==> config.mk <==
export PLATFORM = sky130hd
export DESIGN_NAME = interval_timer_flat
export DESIGN_NICKNAME = d
export VERILOG_FILES = /design/src/rtl/interval_timer_if.sv /design/src/rtl/interval_timer.sv /design/src/flat_wrapper.sv
export SDC_FILE = /design/constraint.sdc
export NUM_CORES = 1
export LEC_CHECK = 0
export CAP_MARGIN = 5
export CORE_MARGIN = 1.5
export CORE_UTILIZATION = 52
export DETAILED_ROUTE_END_ITERATION = 8
export GPL_ROUTABILITY_DRIVEN = 0
export PLACE_DENSITY_LB_ADDON = 0.2
export SLEW_MARGIN = 20
export SYNTH_ARGS = -nofsm -noshare
export SYNTH_HDL_FRONTEND = slang
export SYNTH_SLANG_ARGS = --single-unit
==> constraint.sdc <==
create_clock -name clk -period 1.62 [get_ports clk]
set_input_delay 0.405 -clock clk [delete_from_list [all_inputs] [get_ports clk]]
set_output_delay 0.405 -clock clk [all_outputs]
set_load 0.1 [all_outputs]
==> src/rtl/interval_timer_if.sv <==
// Phase-FSM <-> interval timer signal bundle.
// The master side is the FSM/reprogram source, the slave side is the timer.
interface interval_timer_if;
   logic       st;
   logic [1:0] tvSel;
   logic       reprogram;
   logic [1:0] extTimeSelector;
   logic [3:0] extTimeValue;
   logic       ex;
   logic       en;
   logic [3:0] tv;
   logic       busy;

   modport master (
      output st, tvSel, reprogram,
      output extTimeSelector, extTimeValue,
      input  ex, en, tv, busy
   );

   modport slave (
      input  st, tvSel, reprogram,
      input  extTimeSelector, extTimeValue,
      output ex, en, tv, busy
   );
endinterface

==> src/rtl/interval_timer.sv <==
// Programmable interval timer: one-second divider, four-entry
// interval table, and a countdown that reports expiry.
module interval_timer #(
   parameter int unsigned CLK_DIV  = 4,
   parameter int unsigned DEF_BASE = 6,
   parameter int unsigned DEF_EXT  = 3,
   parameter int unsigned DEF_YEL  = 2,
   parameter int unsigned DEF_WALK = 3
) (
   input  logic              clk,
   input  logic              reset,
   interval_timer_if.slave   bus
);

   localparam int unsigned DW = (CLK_DIV > 1) ? $clog2(CLK_DIV) : 1;
   localparam logic [DW-1:0] DIV_MAX = DW'(CLK_DIV - 1);

   typedef enum logic {IDLE, RUN} state_e;

   state_e        state_q, state_d;
   logic [DW-1:0] div_q, div_d;
   logic [3:0]    tv_q, tv_d;
   logic          busy_q, busy_d;
   logic          ex_q, ex_d;
   logic          en_q, en_d;
   logic [3:0]    tbl_q [4];
   logic [3:0]    tbl_d [4];
   logic          tick;

   always_comb begin
      tick    = (div_q == DIV_MAX);
      div_d   = tick ? '0 : div_q + 1'b1;
      en_d    = tick;
      state_d = state_q;
      tv_d    = tv_q;
      busy_d  = busy_q;
      ex_d    = 1'b0;
      tbl_d   = tbl_q;

      // Reprogram beats start; start beats the countdown tick.
      if (bus.reprogram) begin
         if (bus.extTimeValue != 4'd0) begin
            tbl_d[bus.extTimeSelector] = bus.extTimeValue;
         end
         state_d = IDLE;
         tv_d    = 4'd0;
         busy_d  = 1'b0;
      end else if (bus.st) begin
         div_d   = '0;
         tv_d    = tbl_q[bus.tvSel];
         busy_d  = 1'b1;
         state_d = RUN;
      end else if (state_q == RUN && tick) begin
         if (tv_q > 4'd1) begin
            tv_d = tv_q - 4'd1;
         end else begin
            tv_d    = 4'd0;
            ex_d    = 1'b1;
            busy_d  = 1'b0;
            state_d = IDLE;
         end
      end
   end

   always_ff @(posedge clk) begin
      if (reset) begin
         state_q  <= IDLE;
         div_q    <= '0;
         tv_q     <= 4'd0;
         busy_q   <= 1'b0;
         ex_q     <= 1'b0;
         en_q     <= 1'b0;
         tbl_q[0] <= 4'(DEF_BASE);
         tbl_q[1] <= 4'(DEF_EXT);
         tbl_q[2] <= 4'(DEF_YEL);
         tbl_q[3] <= 4'(DEF_WALK);
      end else begin
         state_q <= state_d;
         div_q   <= div_d;
         tv_q    <= tv_d;
         busy_q  <= busy_d;
         ex_q    <= ex_d;
         en_q    <= en_d;
         tbl_q   <= tbl_d;
      end
   end

   assign bus.ex   = ex_q;
   assign bus.en   = en_q;
   assign bus.tv   = tv_q;
   assign bus.busy = busy_q;

endmodule

==> src/flat_wrapper.sv <==
// flat-port wrapper written by rule: the top's interface ports become plain ports
module interval_timer_flat 
#(
   parameter int unsigned CLK_DIV  = 4,
   parameter int unsigned DEF_BASE = 6,
   parameter int unsigned DEF_EXT  = 3,
   parameter int unsigned DEF_YEL  = 2,
   parameter int unsigned DEF_WALK = 3
)
  (clk, reset, bus_st, bus_tvSel, bus_reprogram, bus_extTimeSelector, bus_extTimeValue, bus_ex, bus_en, bus_tv, bus_busy);
  interval_timer_if bus_i ();
  input  logic clk;
  input  logic reset;
  input wire logic [$bits(bus_i.st)-1:0] bus_st;
  input wire logic [$bits(bus_i.tvSel)-1:0] bus_tvSel;
  input wire logic [$bits(bus_i.reprogram)-1:0] bus_reprogram;
  input wire logic [$bits(bus_i.extTimeSelector)-1:0] bus_extTimeSelector;
  input wire logic [$bits(bus_i.extTimeValue)-1:0] bus_extTimeValue;
  output wire logic [$bits(bus_i.ex)-1:0] bus_ex;
  output wire logic [$bits(bus_i.en)-1:0] bus_en;
  output wire logic [$bits(bus_i.tv)-1:0] bus_tv;
  output wire logic [$bits(bus_i.busy)-1:0] bus_busy;
  assign bus_i.st = bus_st;
  assign bus_i.tvSel = bus_tvSel;
  assign bus_i.reprogram = bus_reprogram;
  assign bus_i.extTimeSelector = bus_extTimeSelector;
  assign bus_i.extTimeValue = bus_extTimeValue;
  assign bus_ex = bus_i.ex;
  assign bus_en = bus_i.en;
  assign bus_tv = bus_i.tv;
  assign bus_busy = bus_i.busy;
  interval_timer #(.CLK_DIV(CLK_DIV), .DEF_BASE(DEF_BASE), .DEF_EXT(DEF_EXT), .DEF_YEL(DEF_YEL), .DEF_WALK(DEF_WALK)) u_core (.clk(clk), .reset(reset), .bus(bus_i));
endmodule
==> flow_summary.json, run 1 <==
{
  "critPathLaunchType": "input port",
  "final_util": 0.7584,
  "syn_nets": 137,
  "final_cell_mix": "dfxtp_1, buf_4, a21oi_1",
  "r2r_cells": 5,
  "dp_hpwl_um": 2372,
  "tightest_slew_ns": 0.4318,
  "period_share": 0.9628,
  "via_per_inst": 6.181,
  "yosys.area.top_type_share": 0.4167,
  "period_minus_slack_ns": 1.560,
  "grt_overflow": 0,
  "clkTransAtPathRegs_ns": 0.13,
  "wl_per_cell_um": 16.56,
  "fillCellCount": 152,
  "required_ns": 1.88,
  "rsz0062_at_grt": "false",
  "port_buffers": 18,
  "clock_latency_ns": 0.32,
  "p_leak_uw": 0.0006604,
  "seq_area_frac_synth": 0.4167,
  "p_per_area_nw_per_um2": 727.8,
  "tritoncts": "built",
  "antenna_cells": 0,
  "setup-violations-final": 0,
  "nets": 176,
  "cap_violations": 0,
  "holdWs_ns": 0.4458,
  "worstPathArrival_ns": 1.82,
  "hold_viol_final": 0,
  "postRouteAntennaNets": 0,
  "status": "finished, final reports clean",
  "clkSinkCount": 25,
  "final_common_cell": "dfxtp_1",
  "dpl.cell_count": 183,
  "dieArea_um2": 2607,
  "wl_um": 3114,
  "ys_seq_elements": 25,
  "cp-startpoint": "bus_extTimeValue[0]",
  "layoutNonFillerInstCount": 188,
  "drt_iter0_drc": 25,
  "h-tree-depth": 1,
  "ys_types": 31,
  "critPathKind": "input port to flop",
  "relSlewSlack": 0.7085,
  "antenna_found_initial": 0,
  "synth_area_leaders": "dfxtp_1, mux4_2, o31ai_1",
  "drc": 0,
  "fin_skew_ns": 0.003181,
  "ys_warn_count": 0,
  "fmax_ghz": 0.6411,
  "synthToLayoutAreaGrowth_pct": 38.33,
  "drive_gt1_frac": 0.2563,
  "num_io_pins": 19,
  "synth_largest_area_cell": "dfxtp_1",
  "synthesis.area_um2": 1201,
  "rows": 17,
  "ff2ff_setup_slack_ns": 0.07,
  "cts_hold_buffers": 0,
  "die_x_um": 51.06,
  "grt_pass1_vias": 1091,
  "rr_startpoint": "u_core.bus.tv[0]",
  "grt_max_degree": 20,
  "grt_first_pass_wirelength_um": 4954,
  "peakVddDrop_v": 0.0005206,
  "cts_buffers": 3,
  "first_pass_iters": 4,
  "avgSynthCellArea_um2": 9.846,
  "grt_usage": 0.2633,
  "clockBufferDepth": 2,
  "cp-endpoint": "u_core.tbl_q[2]",
  "synthCells": 122,
  "start_util": 0.5483,
  "reg2reg_to": "u_core.bus.tv[3]",
  "core_region_area_um2": 2191,
  "via_count": 1162,
  "drv_slew": 0,
  "hp-class": "flop to flop",
  "cts_root_buf": "clkbuf_4",
  "crit_fanout": 6,
  "die_y_um": 51.06,
  "endpoint_kind": "flop"
}
routing by layer:
metal,track usage,wire [µm],vias up
met5,0,0,-
met4,0.1261,101,0
met3,0.03509,122,12
met2,0.5087,1699,54
met1,0.2750,1190,553
li1,-,-,543
flip-flops by register name, indices dropped and copies added (netlist names):
| register | flops |
|---|---|
| u_core.state_q | 1 |
| u_core.div_q | 2 |
| u_core.bus.ex | 1 |
| u_core.bus.en | 1 |
| u_core.bus.tv | 4 |
| u_core.tbl_q | 16 |
synth_stat cells:
cell type	n
dfxtp_1	25
a21oi_1	13
nand2_1	10
o31ai_1	10
a211o_1	7
inv_1	7
nor2_1	5
o31a_1	5
mux4_2	4
and2_1	3
clkbuf_1	3
ha_1	3
o21ai_0	3
and3b_1	2
nand3_1	2
nor3b_1	2
nor4_1	2
o311ai_0	2
or3_1	2
a211oi_1	1
a31oi_1	1
and3_1	1
buf_1	1
buf_6	1
mux2i_1	1
nand4bb_1	1
nor2b_1	1
o41ai_1	1
o41ai_4	1
or2_2	1
or4b_1	1
where the power goes:
part	internal, µW	leakage, µW	total, µW	switching [µW]
Combinational	129	0.000439	268	139
Clock	96.5	0.0000150	279	183
Sequential	640	0.000206	662	22.2
Total	865	0.000660	1210	344
per-stage QoR:
step	total power, µW	area [µm²]	TNS (ns)	setup slack, ns
final	1209	1662	0	0.06020
after global routing	1254	1662	0	0.01374
after CTS	1207	1648	0	0.02098
after detailed placement	939.6	1622	-5.062	-0.3194
after global placement	929.7	1622	-4.432	-0.2639
after floorplan	809.4	1212	0	0.0008693
area by class of cell:
class	instances	area (µm²)	share of cell area
clock buffer	4	26.28	0.01581
inverter	7	26.28	0.01581
multi-input combinational	85	650.6	0.3916
sequential	25	509.2	0.3065
tap	28	35.03	0.02108
timing repair buffer	39	414.1	0.2492
cells by family (layout without fill, tap and decap cells):
| kind of cell | count (synthesis) | count (layout) | share of synthesized area |
|---|---|---|---|
| adder cells (fa/ha/maj) | 3 | 3 | 0.03125 |
| buffers and inverters | 12 | 50 | 0.04375 |
| AND/OR/NAND/NOR | 33 | 33 | 0.1521 |
| AO/OA/AOI/OAI | 44 | 44 | 0.2729 |
| flip-flops | 25 | 25 | 0.4167 |
| multiplexers | 5 | 5 | 0.08334 |
worst min-delay path by stage:
stage | startpoint | endpoint | slack [ns] | cells past startpoint
2_1_floorplan | u_core.div_q[0] | u_core.div_q[0] | 0.41 | 1
4_1_cts | u_core.div_q[0] | u_core.div_q[0] | 0.45 | 1
5_1_grt | u_core.div_q[0] | u_core.div_q[0] | 0.48 | 1
3_5_place_dp | u_core.div_q[0] | u_core.div_q[0] | 0.43 | 1
3_3_place_gp | u_core.div_q[0] | u_core.div_q[0] | 0.41 | 1
6_report | u_core.div_q[0] | u_core.div_q[0] | 0.45 | 1
worst max-delay path, cell delays in order:
cell	delay, ns
clkdlybuf4s50_1	0.45
o41ai_4	0.43
buf_6	0.19
buf_4	0.11
o31ai_1	0.05
a21oi_1	0.17
timing repair:
action / CTS / global route
endpoints found under the setup margin: 0 / 8
resized for setup: 0 / 3
buffers inserted: 0 / 0
No activity file was read; power rests on OpenSTA's default activity.
==> run 2: changes to the inputs <==
PLACE_DENSITY = 0.89   (was unset)
PLACE_DENSITY_LB_ADDON = unset   (was 0.2)
==> run 2 against run 1 <==
Routed wire length down 2.3%; sequential power is essentially flat; first-iteration DRC count grew 60%.
==> flow_summary.json, run 2 (same netlist as run 1, synthesis figures left out) <==
{
  "min_delay_path_depth": 1,
  "period_minus_slack_ns": 1.538,
  "largest_register_ffs": 16,
  "grt_overflow": 0,
  "rows": 17,
  "cts_buffers": 3,
  "top_layer": "met4",
  "period_share": 0.9495,
  "endpoint_kind": "flop",
  "tightest_slew_ns": 0.3360,
  "p_per_area_nw_per_um2": 731.1,
  "fillCellCount": 158,
  "setup-violations-final": 0,
  "postRouteAntennaNets": 0,
  "clkTransAtPathRegs_ns": 0.13,
  "antenna_found_initial": 0,
  "cap_violations": 0,
  "port_buffers": 18,
  "tritoncts": "built",
  "dpl.cell_count": 183,
  "via_count": 1156,
  "critPathLaunchType": "input port",
  "clockBufferDepth": 2,
  "wl_met1_um": 1161,
  "grt_pass1_vias": 1159,
  "reg2reg_to": "u_core.bus.tv[3]",
  "min_from": "u_core.div_q[0]",
  "crit_fanout": 8,
  "clock_latency_ns": 0.33,
  "final_common_cell": "dfxtp_1",
  "drt_iter0_drc": 40,
  "peakVddDrop_v": 0.0007147,
  "final_util": 0.7601,
  "grt_max_degree": 20,
  "die_y_um": 51.06,
  "largest_register": "u_core.tbl_q",
  "layoutNonFillerInstCount": 187,
  "die_x_um": 51.06,
  "core_region_area_um2": 2191,
  "wl_per_cell_um": 16.27,
  "first_pass_iters": 4,
  "nets": 175,
  "dp_hpwl_um": 2380,
  "status": "finished, final reports clean",
  "required_ns": 1.87,
  "met3_length_um": 137,
  "cts_hold_buffers": 0,
  "rsz0062_at_grt": "false",
  "critPathKind": "input port to flop",
  "cts_root_buf": "clkbuf_4",
  "antenna_cells": 0,
  "h-tree-depth": 1,
  "worstPathArrival_ns": 1.79,
  "num_io_pins": 19,
  "worstHoldEndpoint": "u_core.div_q[0]",
  "via_per_inst": 6.182,
  "hp-class": "flop to flop",
  "rr_startpoint": "u_core.bus.tv[0]",
  "hold_viol_final": 0,
  "start_util": 0.5483,
  "dr_wl_met2_um": 1643,
  "drc": 0,
  "clkSinkCount": 25,
  "drv_slew": 0,
  "cts_setup_buffers": 0,
  "r2r_cells": 5,
  "fin_tns_setup_ns": 0,
  "final_cell_mix": "dfxtp_1, buf_4, a21oi_1",
  "power.total_uw": 1217,
  "holdWs_ns": 0.4657,
  "dieArea_um2": 2607,
  "wl_um": 3043,
  "fmax_ghz": 0.6501,
  "relSlewSlack": 0.7731,
  "grt_usage": 0.2630,
  "fin_skew_ns": 0.003657,
  "drive_gt1_frac": 0.2516,
  "synthToLayoutAreaGrowth_pct": 38.65,
  "cts_resized": 0,
  "grt_first_pass_wirelength_um": 5092,
  "p_leak_uw": 0.0006414,
  "ff2ff_setup_slack_ns": 0.09
}
run 2: final cells by class:
class	count	area, µm²	area share
Sequential cell	25	509.2	0.3058
Multi-Input combinational cell	85	655.6	0.3937
Tap cell	28	35.03	0.02104
Timing Repair Buffer	38	412.9	0.2479
Clock buffer	4	26.28	0.01578
Inverter	7	26.28	0.01578
run 2: worst max-delay path by stage:
stage	startpoint	to	cells past startpoint
after global placement	bus_tvSel[0]	u_core.bus.tv[1]	5
after floorplan	u_core.bus.tv[0]	u_core.bus.tv[3]	5
after CTS	u_core.bus.tv[0]	u_core.bus.tv[3]	5
final	bus_extTimeValue[3]	u_core.tbl_q[2]	5
after global routing	bus_extTimeValue[3]	u_core.tbl_q[2]	5
after detailed placement	bus_extTimeValue[3]	u_core.tbl_q[2]	5
run 2: worst max-delay path, cell delays in order:
cell,delay (ns)
clkdlybuf4s50_1,0.47
o41ai_4,0.41
buf_4,0.23
o31ai_1,0.08
a21oi_1,0.19
run 2: per-stage QoR:
stage | cell area [µm²] | setup WS (ns)
global route | 1665 | 0.007944
floorplan | 1212 | 0.0008693
detailed placement | 1634 | -0.2710
finish | 1665 | 0.08174
CTS | 1660 | 0.06604
global placement | 1634 | -0.2139
run 2: layer usage:
metal | up-vias | global-route usage
li1 | 545 | -
met1 | 547 | 0.2777
met2 | 53 | 0.4848
met3 | 11 | 0.03509
met4 | 0 | 0.1667
met5 | - | 0
run 2: where the power goes:
part / switching [µW] / internal [µW]
combinational: 142 / 133
sequential: 22.0 / 640
clock: 185 / 96.7
==> RTL edit 1 (settings of run 2) <==
`CLK_DIV` is set to 4 in 2 places; all go to 8.
--- a/src/rtl/interval_timer.sv
+++ b/src/rtl/interval_timer.sv
@@ -3,3 +3,3 @@
 module interval_timer #(
-   parameter int unsigned CLK_DIV  = 4,
+   parameter int unsigned CLK_DIV  = 8,
    parameter int unsigned DEF_BASE = 6,
--- a/src/flat_wrapper.sv
+++ b/src/flat_wrapper.sv
@@ -3,3 +3,3 @@
 #(
-   parameter int unsigned CLK_DIV  = 4,
+   parameter int unsigned CLK_DIV  = 8,
    parameter int unsigned DEF_BASE = 6,
Function: changed (a bounded check fails within 10 cycles, from zero or initial values and one cycle with reset high).
==> RTL edit 1 against run 2 <==
Sequential cell count rose by 1. Critical endpoint is now u_core.tbl_q[9]. Die area up 3.8%. Non-clock buffer count shrank 3. Area after synthesis grew 4.1%. Cell area grew 1.6%. Wire length shrank 4.5%. Count of clock-buffer cells in the layout did not move. Worst setup slack got worse by 0.063 ns. Clock power rose by 14%. Worst hold slack worse by 0.023 ns. Power is 2.5% higher.
==> RTL edit 1: results (changes against run 2) <==
origin of the worst setup path - bus_extTimeValue[2]
post-layout util - 75.7% (-0.27 points)
vias in the first global route - 1117 (-3.6%)
Final Power - 1.25 mW (+2.5%)
HPWL after DPL - 2270 µm (-4.6%)
Leakage - 0.702 nW (+9.5%)
largest net degree at the start of global routing - 17 (-15%)
normalized max-slew margin - 77.0% (-0.34 points)
Net Switching - 0.331 mW (-5.0%)
GR Util All Layers - 24.6% (-1.7 points)
worst vdd ir - 0.000559 V (-22%)
1st-iter DRT viols - 14 (-65%)
sequential element share of the synthesized area - 41.6% (about the same)
seq_cells - 26 (+4.0%)
Worst path max stage delay - 0.55 ns (+0.08 ns)
clock-cell share of area - 2.14% (+0.57 points)
Crit path arrival time - 1.82 ns (+0.03 ns)
share of cells above drive strength 1 - 23.5% (-1.7 points)
vias per inst - 5.86 (-5.2%)
Die ar. - 2710 µm² (+3.8%)
Sequential Power - 0.685 mW (+3.5%)
final hold slack - 0.443 ns (-0.0228 ns)
Clock Latency Late Sink - 0.31 ns (-0.02 ns)
Commonest cells post-synth - dfxtp_1, a21oi_1, nand2_1, o31ai_1, inv_1
filler instances - 162 (+2.5%)
Routed WL per cell - 15.3 µm (-6.0%)
Setup Slack @ Placement - -0.380 ns (-0.109 ns)
status - finished clean
clock skew - 0.00745 ns (+0.00379 ns)
placed instance area - 1650 µm² (+0.77%)
register area - 531 µm² (+4.2%)
FF-to-FF End - u_core.bus.ex
final WL - 2910 µm (-4.5%)
post-placement cell count - 186 (+1.6%)
maximum fanout along the worst path - 6 (-2)
first-pass GRT wire length - 4850 µm (-4.8%)
comb_multi_in - 88 (+3.5%)
Comb power frac - 19.6% (-2.9 points)
Critical Path Sink - u_core.tbl_q[9]
Non-clock buffering overhead - 22.9% (-1.9 points)
leading register cell type out of synthesis - dfxtp_1
fin nets - 179 (+2.3%)
==> RTL edit 1: cell count changes in the layout (fill, tap and decap cells not counted), sizes merged, moves of 2 or more <==
cell           delta
and2              +4
buf               -3
clkdlybuf4s50     -5
dlymetal6s2s      +4
inv               +2
o31a              -2
==> RTL edit 1: logic make-up (layout without fill, tap and decap cells) <==
family	Yosys count	count (layout)	share of synthesized area (%)
AOI/OAI and AO/OA	44	44	26.1
DFF	26	26	41.6
buffers and inverters	14	48	4.80
adders and majority gates	4	4	4.00
muxes	5	5	8.01
and+or+nand+nor	35	35	15.4
==> RTL edit 1: per-layer routing <==
layer | global-route usage (%) | vias up | routed length [µm]
met3 | 4.31 | 6 | 111
met2 | 46.2 | 32 | 1530
met5 | 0 | - | 0
met1 | 26.8 | 528 | 1230
li1 | - | 547 | -
met4 | 9.65 | 0 | 40
==> RTL edit 1: repair_timing <==
action / CTS / global route
setup endpoints to repair: 4 / 5
resized for setup: 1 / 4
hold buffers: 0 / 0
==> RTL edit 2 (settings of run 2) <==
Without the edit above. `tv_q` no longer has a reset.
--- a/src/rtl/interval_timer.sv
+++ b/src/rtl/interval_timer.sv
@@ -68,3 +68,2 @@
          div_q    <= '0;
-         tv_q     <= 4'd0;
          busy_q   <= 1'b0;
@@ -79,3 +78,2 @@
          div_q   <= div_d;
-         tv_q    <= tv_d;
          busy_q  <= busy_d;
@@ -85,2 +83,6 @@
       end
+   end
+
+   always_ff @(posedge clk) begin
+      tv_q <= tv_d;
    end
Function: differs if reset is asserted again (counterexample within 4 cycles, from zero or initial values and one cycle with reset high); with reset held inactive, the same outputs for 10 cycles.
==> RTL edit 2 against run 2 <==
Via count increased by 2.8%. Power increased by 4.1%. Worst setup slack got worse by 0.078 ns. Cell area increased by 1.9%. Sequential cell count unchanged. Area after synthesis increased by 0.10%. Worst hold slack got worse by 0.011 ns. Wire length increased by 4.1%. Critical endpoint is now u_core.bus.ex. Highest routed layer unchanged.
==> RTL edit 2: results (changes against run 2) <==
wl on met1 - 1140 µm (-2.2%)
n_diodes - 0 (unchanged)
via count - 1188 (+2.8%)
mux contribution to synthesized area - 8.32% (-0.0087 points)
1st-iter DRT viols - 48 (+20%)
WL met3 - 185 µm (+35%)
HPWL after DPL - 2510 µm (+5.5%)
vias per inst - 6.32 (+2.2%)
normalized max-slew margin - 73.4% (-3.9 points)
Worst path max stage delay - 0.52 ns (+0.05 ns)
Post-Synth Adder-Cell Area - 3.12% (-0.0033 points)
Sequential Power - 0.674 mW (+2%)
largest net degree at the start of global routing - 21 (+5.0%)
top cells by area, synth - dfxtp_1, mux4_2, o31ai_1
PD cells - 747 nW/µm² (+2.2%)
clock skew - 0.0127 ns (+0.00900 ns)
maximum fanout along the worst path - 6 (-2)
final hold slack - 0.455 ns (-0.0111 ns)
Commonest cells post-synth - dfxtp_1, a21oi_1, nand2_1, o31ai_1
reg2reg start - u_core.div_q[0]
H-tree depth - 1 (unchanged)
Compound-Gate Fraction of Synth Area - 26.3% (-0.96 points)
Crit path arrival time - 1.82 ns (+0.03 ns)
origin of the worst setup path - bus_reprogram
GRT met1 Usage - 26.9% (-0.85 points)
first-pass GRT wire length - 5050 µm (-0.82%)
share of cells above drive strength 1 - 28.7% (+3.6 points)
status - finished clean
post-placement cell count - 183 (unchanged)
Yosys cell types - 33 (+6.5%)
Setup Slack @ Placement - -0.331 ns (-0.0596 ns)
sequential element share of the synthesized area - 41.6% (-0.043 points)
Mapped Avg Cell Area - 9.86 µm² (+0.10%)
placed instance area - 1660 µm² (+1.5%)
P_int - 0.891 mW (+2.5%)
vias in the first global route - 1137 (-1.9%)
share of the synthesized area in the top cell type - 41.6% (-0.043 points)
Final Cycle Share - 99.7% (+4.8 points)
GR Util All Layers - 26.6% (+0.28 points)
Routed WL per cell - 16.9 µm (+3.6%)
M2 GR Usage - 49.8% (+1.3 points)
DR pass1 iterations - 4 (unchanged)
worst vdd ir - 0.000589 V (-18%)
met2 wire len - 1680 µm (+2.2%)
Critical Path Sink - u_core.bus.ex
Leakage - 0.654 nW (+1.9%)
Clock power frac - 21.7% (-1.4 points)
slowest CP cell - or4_1
-- RTL edit 2: cell types whose count changed in the layout (fill, tap and decap cells not counted), moves of 2 or more --
cell,before,now
a211oi_1,1,3
a21oi_1,13,11
buf_4,19,21
ha_1,3,1
inv_1,7,5
inv_4,0,2
o21ai_0,3,1
o31a_1,5,3
-- RTL edit 2: cell type report --
type | instances | area, µm²
Multi-Input combinational cell | 84 | 673
Sequential cell | 25 | 512
Fill cell | 148 | 494
Timing Repair Buffer | 40 | 419
Tap cell | 28 | 35.0
Inverter | 7 | 31.3
Clock buffer | 4 | 26.3
-- RTL edit 2: worst reg2reg max path: cells and delay by family (launching register included) --
| kind | cells | cell delay, ns |
|---|---|---|
| and+or+nand+nor | 3 | 0.76 |
| buffers and inverters | 1 | 0.14 |
| adders and majority gates | 1 | 0.17 |
| DFF | 1 | 0.36 |
-- RTL edit 2: repair_timing --
action | 4_1_cts | 5_1_grt
endpoints found under the setup margin | 1 | 5
pin swaps | 1 | 1
buffers inserted | 1 | 0
resized for setup | 0 | 1
